===== config.mk =====
export PLATFORM = sky130hd
export DESIGN_NAME = fu_completion_arbiter
export DESIGN_NICKNAME = d
export VERILOG_FILES = /design/src/rtl/fu_completion_arbiter.sv
export SDC_FILE = /design/constraint.sdc
export NUM_CORES = 1
export LEC_CHECK = 0
export CORE_MARGIN = 3
export CORE_UTILIZATION = 40
export DETAILED_ROUTE_END_ITERATION = 7
export GPL_TIMING_DRIVEN = 0
export PLACE_DENSITY = 0.61
export SYNTH_ARGS = -nofsm -noshare
export SYNTH_HDL_FRONTEND = slang
export SYNTH_SLANG_ARGS = --single-unit

===== constraint.sdc =====
create_clock -name clk -period 17.5 [get_ports clk]
set_input_delay 1.75 -clock clk [delete_from_list [all_inputs] [get_ports clk]]
set_output_delay 1.75 -clock clk [all_outputs]
set_load 0.05 [all_outputs]

===== src/rtl/fu_completion_arbiter.sv =====
// Round-robin completion arbiter. It grants up to WB_PORTS of FU_COUNT functional units per
// cycle and forwards the granted instruction IDs, registered, to the ROB completion ports.
module fu_completion_arbiter #(
  parameter int unsigned FU_COUNT     = 4,
  parameter int unsigned WB_PORTS     = 2,
  parameter int unsigned INST_ID_BITS = 6,
  parameter int unsigned CNT_BITS     = 32
) (
  input  logic                         clk,
  input  logic                         rst,
  input  logic                         flush,
  input  logic [FU_COUNT-1:0]          fu_valid,
  input  logic [INST_ID_BITS-1:0]      fu_inst_id [FU_COUNT],
  output logic [FU_COUNT-1:0]          fu_ready,
  output logic [WB_PORTS-1:0]          rob_cpl_valid,
  output logic [INST_ID_BITS-1:0]      rob_cpl_inst_id [WB_PORTS],
  output logic [$clog2(FU_COUNT)-1:0]  rr_ptr,
  output logic [CNT_BITS-1:0]          contention_cycles
);

  localparam int unsigned PtrW = $clog2(FU_COUNT);

  logic [PtrW-1:0]         rr_ptr_q, rr_ptr_d;
  logic [WB_PORTS-1:0]     cpl_valid_q, cpl_valid_d;
  logic [INST_ID_BITS-1:0] cpl_id_q [WB_PORTS];
  logic [INST_ID_BITS-1:0] cpl_id_d [WB_PORTS];
  logic [CNT_BITS-1:0]     cnt_q, cnt_d;
  int unsigned             gnt_cnt;
  logic                    contended;

  // Scan FUs in rotating priority order starting at rr_ptr; the j-th grant lands on port j.
  always_comb begin
    fu_ready    = '0;
    cpl_valid_d = '0;
    cpl_id_d    = cpl_id_q;
    rr_ptr_d    = rr_ptr_q;
    gnt_cnt     = 0;
    if (!rst && !flush) begin
      for (int unsigned k = 0; k < FU_COUNT; k++) begin
        for (int unsigned i = 0; i < FU_COUNT; i++) begin
          if ((i == (32'(rr_ptr_q) + k) % FU_COUNT) && fu_valid[i] && (gnt_cnt < WB_PORTS)) begin
            fu_ready[i] = 1'b1;
            for (int unsigned j = 0; j < WB_PORTS; j++) begin
              if (j == gnt_cnt) begin
                cpl_valid_d[j] = 1'b1;
                cpl_id_d[j]    = fu_inst_id[i];
              end
            end
            gnt_cnt  = gnt_cnt + 1;
            rr_ptr_d = PtrW'((i + 1) % FU_COUNT);
          end
        end
      end
    end
  end

  always_comb begin
    contended = !flush && ($countones(fu_valid) > WB_PORTS);
    cnt_d     = cnt_q;
    if (contended && (cnt_q != '1)) begin
      cnt_d = cnt_q + 1'b1;
    end
  end

  always_ff @(posedge clk) begin
    if (rst) begin
      rr_ptr_q    <= '0;
      cpl_valid_q <= '0;
      for (int unsigned j = 0; j < WB_PORTS; j++) begin
        cpl_id_q[j] <= '0;
      end
      cnt_q       <= '0;
    end else begin
      rr_ptr_q    <= rr_ptr_d;
      cpl_valid_q <= cpl_valid_d;
      for (int unsigned j = 0; j < WB_PORTS; j++) begin
        cpl_id_q[j] <= cpl_id_d[j];
      end
      cnt_q       <= cnt_d;
    end
  end

  assign rob_cpl_valid     = cpl_valid_q;
  assign rob_cpl_inst_id   = cpl_id_q;
  assign rr_ptr            = rr_ptr_q;
  assign contention_cycles = cnt_q;

endmodule


### Word-level counts from Yosys, hierarchy flattened

Index checks and enable logic that the tools add are counted.

* latch bits: 0
* bits in registers: 48
* memories kept: 0
* memory bits (writable): 0
* word-level logic and storage cells: 298
* input bits: 31
* memory bits (read-only): 0

* $add $sub $neg: 21
* bitwise gates (word level): 1
* $lt $le $gt $ge: 16
* div/mod/pow operators: 0
* shift operators: 0
* mux-type cells: 169
* reduce and logical (&&, ||, !) cells: 58
* multiply operators: 0
* equal/unequal tests: 28

Operators by type and width (number)
* two-way mux 32 bit: 29
* logical NOT 32 bit: 19
* adder 32 x 1 -> 32 bit, second input constant: 15
* == test 1 x 32 -> 1 bit, first input constant: 15
* < comparator 32 x 2 -> 1 bit, second input constant: 15
* two-way mux 12 bit: 23
* two-way mux 6 bit: 31
* two-way mux 2 bit: 38
* two-way mux 1 bit: 47
* logical AND 1 bit: 34
* != test 32 bit, second input constant: 1
* == test 2 bit, first input constant: 8
* nonzero test 16 bit: 1
* == test 1 x 2 -> 1 bit, first input constant: 4
* adder 1 x 1 -> 2 bit: 2
* adder 2 bit, second input constant: 2
* two-way mux 4 bit: 1
* adder 2 x 2 -> 3 bit: 1
* > comparator 3 x 2 -> 1 bit, second input constant: 1
* adder 2 x 1 -> 2 bit, second input constant: 1
* logical NOT 1 bit: 2
* AND reduction 2 bit: 1
* OR reduction 2 bit: 1
* inverter 1 bit: 1

### Logic depth before layout (Yosys ltp)

* depth in word-level cells: 64
* mapped depth: 52

### Least setup slack after synthesis

No wires, ideal clock.

* path kind: input to output
* from: input fu_valid[0]
* to: output fu_ready[0]
* data arrival time: 10.343 ns
* setup slack: 5.407 ns
* required time: 15.750 ns
* stages on the path: 37
* cell sequence: clkbuf_1 or3b_2 clkbuf_1 ha_1 xnor2_1 ha_1 nand2b_1 o22ai_2 ha_1 nand4_1 nand2_1 ha_1 and4bb_1 or3_1 ha_1 a31oi_1 nand2_1 ha_1 and4b_4 a311oi_4 nand3_4 buf_2 ha_1 nand3_1 nand4_1 ha_1 nand3_1 nand2_1 ha_1 nor4bb_1 a21oi_1 o21ai_0 ha_1 o21ai_0 and3_1 nand2_1 a31oi_1

* word-level cells in the longest chain between the ends: 51

RTL lines
* from (decl): RTL line 12 `input logic [FU_COUNT-1:0] fu_valid,`
* logical AND 1 bit: RTL line 41 `if ((i == (32'(rr_ptr_q) + k) % FU_COUNT) && fu_valid[i] && (gnt_cnt < WB_PORTS)) begin`
* two-way mux 1 bit: RTL line 41
* two-way mux 32 bit: RTL line 38 `if (!rst && !flush) begin`
* < comparator 32 x 2 -> 1 bit: RTL line 41
* logical AND 1 bit: RTL line 41
* two-way mux 32 bit: RTL line 41
* two-way mux 32 bit: RTL line 38
* < comparator 32 x 2 -> 1 bit: RTL line 41
* (+35 left out)
* < comparator 32 x 2 -> 1 bit: RTL line 41
* logical AND 1 bit: RTL line 41
* two-way mux 32 bit: RTL line 41
* two-way mux 32 bit: RTL line 38
* < comparator 32 x 2 -> 1 bit: RTL line 41
* logical AND 1 bit: RTL line 41
* two-way mux 1 bit *: RTL line 41
* two-way mux 4 bit *: RTL line 38
* to (decl): RTL line 14 `output logic [FU_COUNT-1:0] fu_ready,`

Every way passes the cells marked *; elsewhere a longest branch is shown, timed or not. The select of a mux whose other input is x is not followed.

### Final worst setup path

Same ends and word-level chain as after synthesis.

==> run summary <==
• rob_cpl_inst_id[4] — Hold Path Origin
• 0 — initial antenna violation count
• clkdlybuf4s50_1 — most frequent standard cell in the layout excluding fill and tap cells
• 16 — pin count of the biggest net entering global routing
• 0.05302 — share of the synthesized netlist area taken by xor and xnor gates
• fu_valid[0] — origin of the worst setup path
• primary output — critical path capture point type
• rr_ptr[0] — startpoint of the most critical register-to-register path
• 83 — count of pins on the block boundary
• 111.4 mW/mm^2 — Cell Pwr Density
• 48 — Clock Sink Count
• 2 — level count of the clock H-tree
• 0.09685 — fraction of final layout cells sized beyond drive strength 1
• 69 — PortBufs
• 7.297 ps — worst clock skew
• 0.08903 — worst relative slew slack
• 0.08611 — Post-Synth Adder-Cell Area
• 0 — final-report setup violation count
• 18.13% — synthesis-to-layout area growth
• 0.2736 — synthesized-area fraction occupied by ao, oa, aoi and oai cells
• 35.00 mm — global-route wire length before repair
• 0.9838 — Final GP Congestion
• built — TritonCTS clock tree
• 0 — Post-synth EDFFs
• 300 ps — Clock Latency Late Sink
• 0.7763 mW — power after layout
• 22.38 mm — drt total wl
• 0 — Resized cells post-CTS
• 39 — logic depth of the worst path, buffers included
• 0.01624 sq mm — die area
• 6.478 — per-cell via count in the routed design
• primary input — critical path startpoint category
• 127.4 microns — overall die height
• 0 — final number of max-transition violations
• 14740 ps — min Tclk post-route
• 0 — # Max-Cap Violations
• 0 — post-cts hold buffer count
• 12990 ps — CP Data Arrival Time
• 69 x clkdlybuf4s50_1, 67 x nand2_1, 59 x nor2_1 — commonest cells after routing, fill and taps aside
• 67.82 MHz — max frequency
• false — unrepaired setup endpoints after global routing
• 2.571 nW — static leakage
• 1432 — fillers
• 2 — buffer depth of the longest clock path
• 0 — Async S/R FF share, synth
• 870 ps — Max stage delay on crit path
• 17.20 mm — DP Wirelength
• 5 — TritonCTS buffer count
• 6718 — total via count in the routed design
• 780 — Gate Count Post-Synth
• 15750 ps — Worst EP required
• 21.58 microns — routed wirelength normalized by instance count
• reg2reg — hold crit path type
• 0 — post-CTS setup-driven buffer insertion count
• 0 — antenna fix cells
• 0.4169 — Initial Utilization
• ha_1 — most prevalent standard cell on the critical path
• 0 — Warnings, synthesis
• 5 — WP buf/inv
• 89 — Distinct cells, synth
• 0.1629 — share of synthesized area occupied by flip-flops and latches
• 2 — depth of the worst hold-timing path
• 48 — synthesis-stage register bit count
• 43 — Rows
• 851 — synthesized net count
• 927 — # nets final
• 70 ps — Clock transition at path regs
• 0 — count of unresolved DRC violations after routing
• 0 — overflow left after global routing
• adder cells — cell type group with the largest total delay on the critical path
• 0 — number of antenna-violating nets in the routed design
• 0.00004584 V — IR drop worst, VDD
• 6 — First-pass DRT Iterations
• 0 — final hold viol count
• 0.006815 sq mm — placement-stage cell area
• in2out — WS Path Type
• 127.4 microns — width of the die
• 0.02460 — share of cell area taken by muxes after synthesis
• 7.563 sq um — per-instance average area after synthesis
• 51 — Worst R2R Path Depth
• 0.005899 sq mm — Netlist Area Pre-Place
• dfxtp_1 — main flop type after synthesis
• clkdlybuf4s50_1 — master of the slowest instance on the critical path
• 1358 ps — slew at the pin with the worst max-slew slack
• 6347 — via count of the first global-routing pass
• 0.2675 — overall routing resource usage
• 807 — initial drt markers
• complete, no violations — status
• 0 ps — Final TNS setup
• 0.01415 sq mm — area of the core
• clkbuf_16 — clock tree root driver cell
• 10 — Crit Path Max Fanout
• 0.006969 sq mm — Finished Cell Area
• 0.3253 — simple logic cell fraction of the synthesized area
• simple AND/OR/NAND/NOR gates — combinational family with the most area after synthesis
• 0.8425 — final cycle utilization of the critical path
final cells by class:
cell class	instances	area, sq um	share of cell area
multi-input combinational	629	4507	0.6467
sequential	48	960.9	0.1379
timing repair buffer	69	690.7	0.09910
buffer	68	300.3	0.04309
tap	180	225.2	0.03232
clock buffer	6	138.9	0.01993
inverter	35	131.4	0.01885
clock inverter	2	15.01	0.002154
registers in the layout (all words and copies together), names as in the netlist:
name	cells
contention_cycles	32
rob_cpl_valid	2
rr_ptr	2
rob_cpl_inst_id	12
final timing paths:
path	end	slack, ps
min reg2reg	rob_cpl_inst_id[4]	470
max reg2reg	rob_cpl_inst_id[10]	4630
min	rob_cpl_inst_id[4]	470
max	fu_ready[0]	2760
worst reg2reg max path, delay by kind of cell (launching register included):
kind                     cells  cell delay, ps
AO/OA/AOI/OAI               11            2170
XOR/XNOR                     1             390
adder cells (fa/ha/maj)     12            3910
buffers and inverters        7            1810
flip-flops                   1             410
AND/OR/NAND/NOR             20            4080
routing by layer:
layer	up-vias	share of wire	routed length, microns	track usage
met1	3177	0.45	9977	0.3732
met5	-	0	0	0
met4	0	0.034	771	0.09905
met2	381	0.44	9875	0.4212
met3	75	0.078	1753	0.03428
li1	3085	-	-	-
stage by stage:
| stage | utilization | setup WS, ps | hold WS (ps) | instances |
|---|---|---|---|---|
| 2_1_floorplan | - | 5407 | 669.8 | 780 |
| 3_5_place_dp | 0.4817 | 2949 | 462.1 | 1029 |
| 3_3_place_gp | 0.4817 | 2961 | 465.6 | 1029 |
| 4_1_cts | 0.4925 | 2936 | 472.2 | 1037 |
| 5_1_grt | 0.4925 | 2179 | 504.8 | 1037 |
| 6_report | 0.4925 | 2755 | 471.8 | 1037 |
synth_stat cells (7+ instances only):
cell	instances	area [sq um]
nand2_1	67	251.5
nor2_1	59	221.5
dfxtp_1	48	960.9
clkbuf_1	40	150.1
ha_1	39	488.0
a21oi_1	35	175.2
nand4_1	34	212.7
inv_1	33	123.9
nand3_1	32	160.2
o21ai_0	24	120.1
xnor2_1	18	157.7
nor3_1	14	70.07
or3_1	14	87.58
xor2_1	14	122.6
a211oi_1	13	97.59
a31oi_1	13	81.33
and3_1	13	81.33
and4_1	13	113.9
mux2i_1	13	130.1
nand2b_1	13	81.33
buf_2	12	60.06
o221a_2	12	135.1
and2_1	11	68.82
buf_1	11	41.29
a22o_1	10	87.58
o22ai_1	10	62.56
nor3b_1	9	67.56
or2_2	8	50.05
a221o_1	7	70.07
nand4b_1	7	61.31
o31ai_1	7	52.55
cells by family after synthesis:
| logic type | Yosys count |
|---|---|
| DFF | 48 |
| buffers and inverters | 103 |
| AOI/OAI and AO/OA | 205 |
| xor gates and xnor gates | 34 |
| other | 2 |
| adders and majority gates | 40 |
| and+or+nand+nor | 334 |
| muxes | 14 |
power by group:
part | switching, mW | leakage [nW] | internal (mW) | total [mW]
combinational | 0.340 | 2.11 | 0.201 | 0.541
clock | 0.0456 | 0.0691 | 0.0570 | 0.103
sequential | 0.0116 | 0.390 | 0.121 | 0.133
total | 0.397 | 2.57 | 0.379 | 0.776
Power figures use the tool's default switching activity.
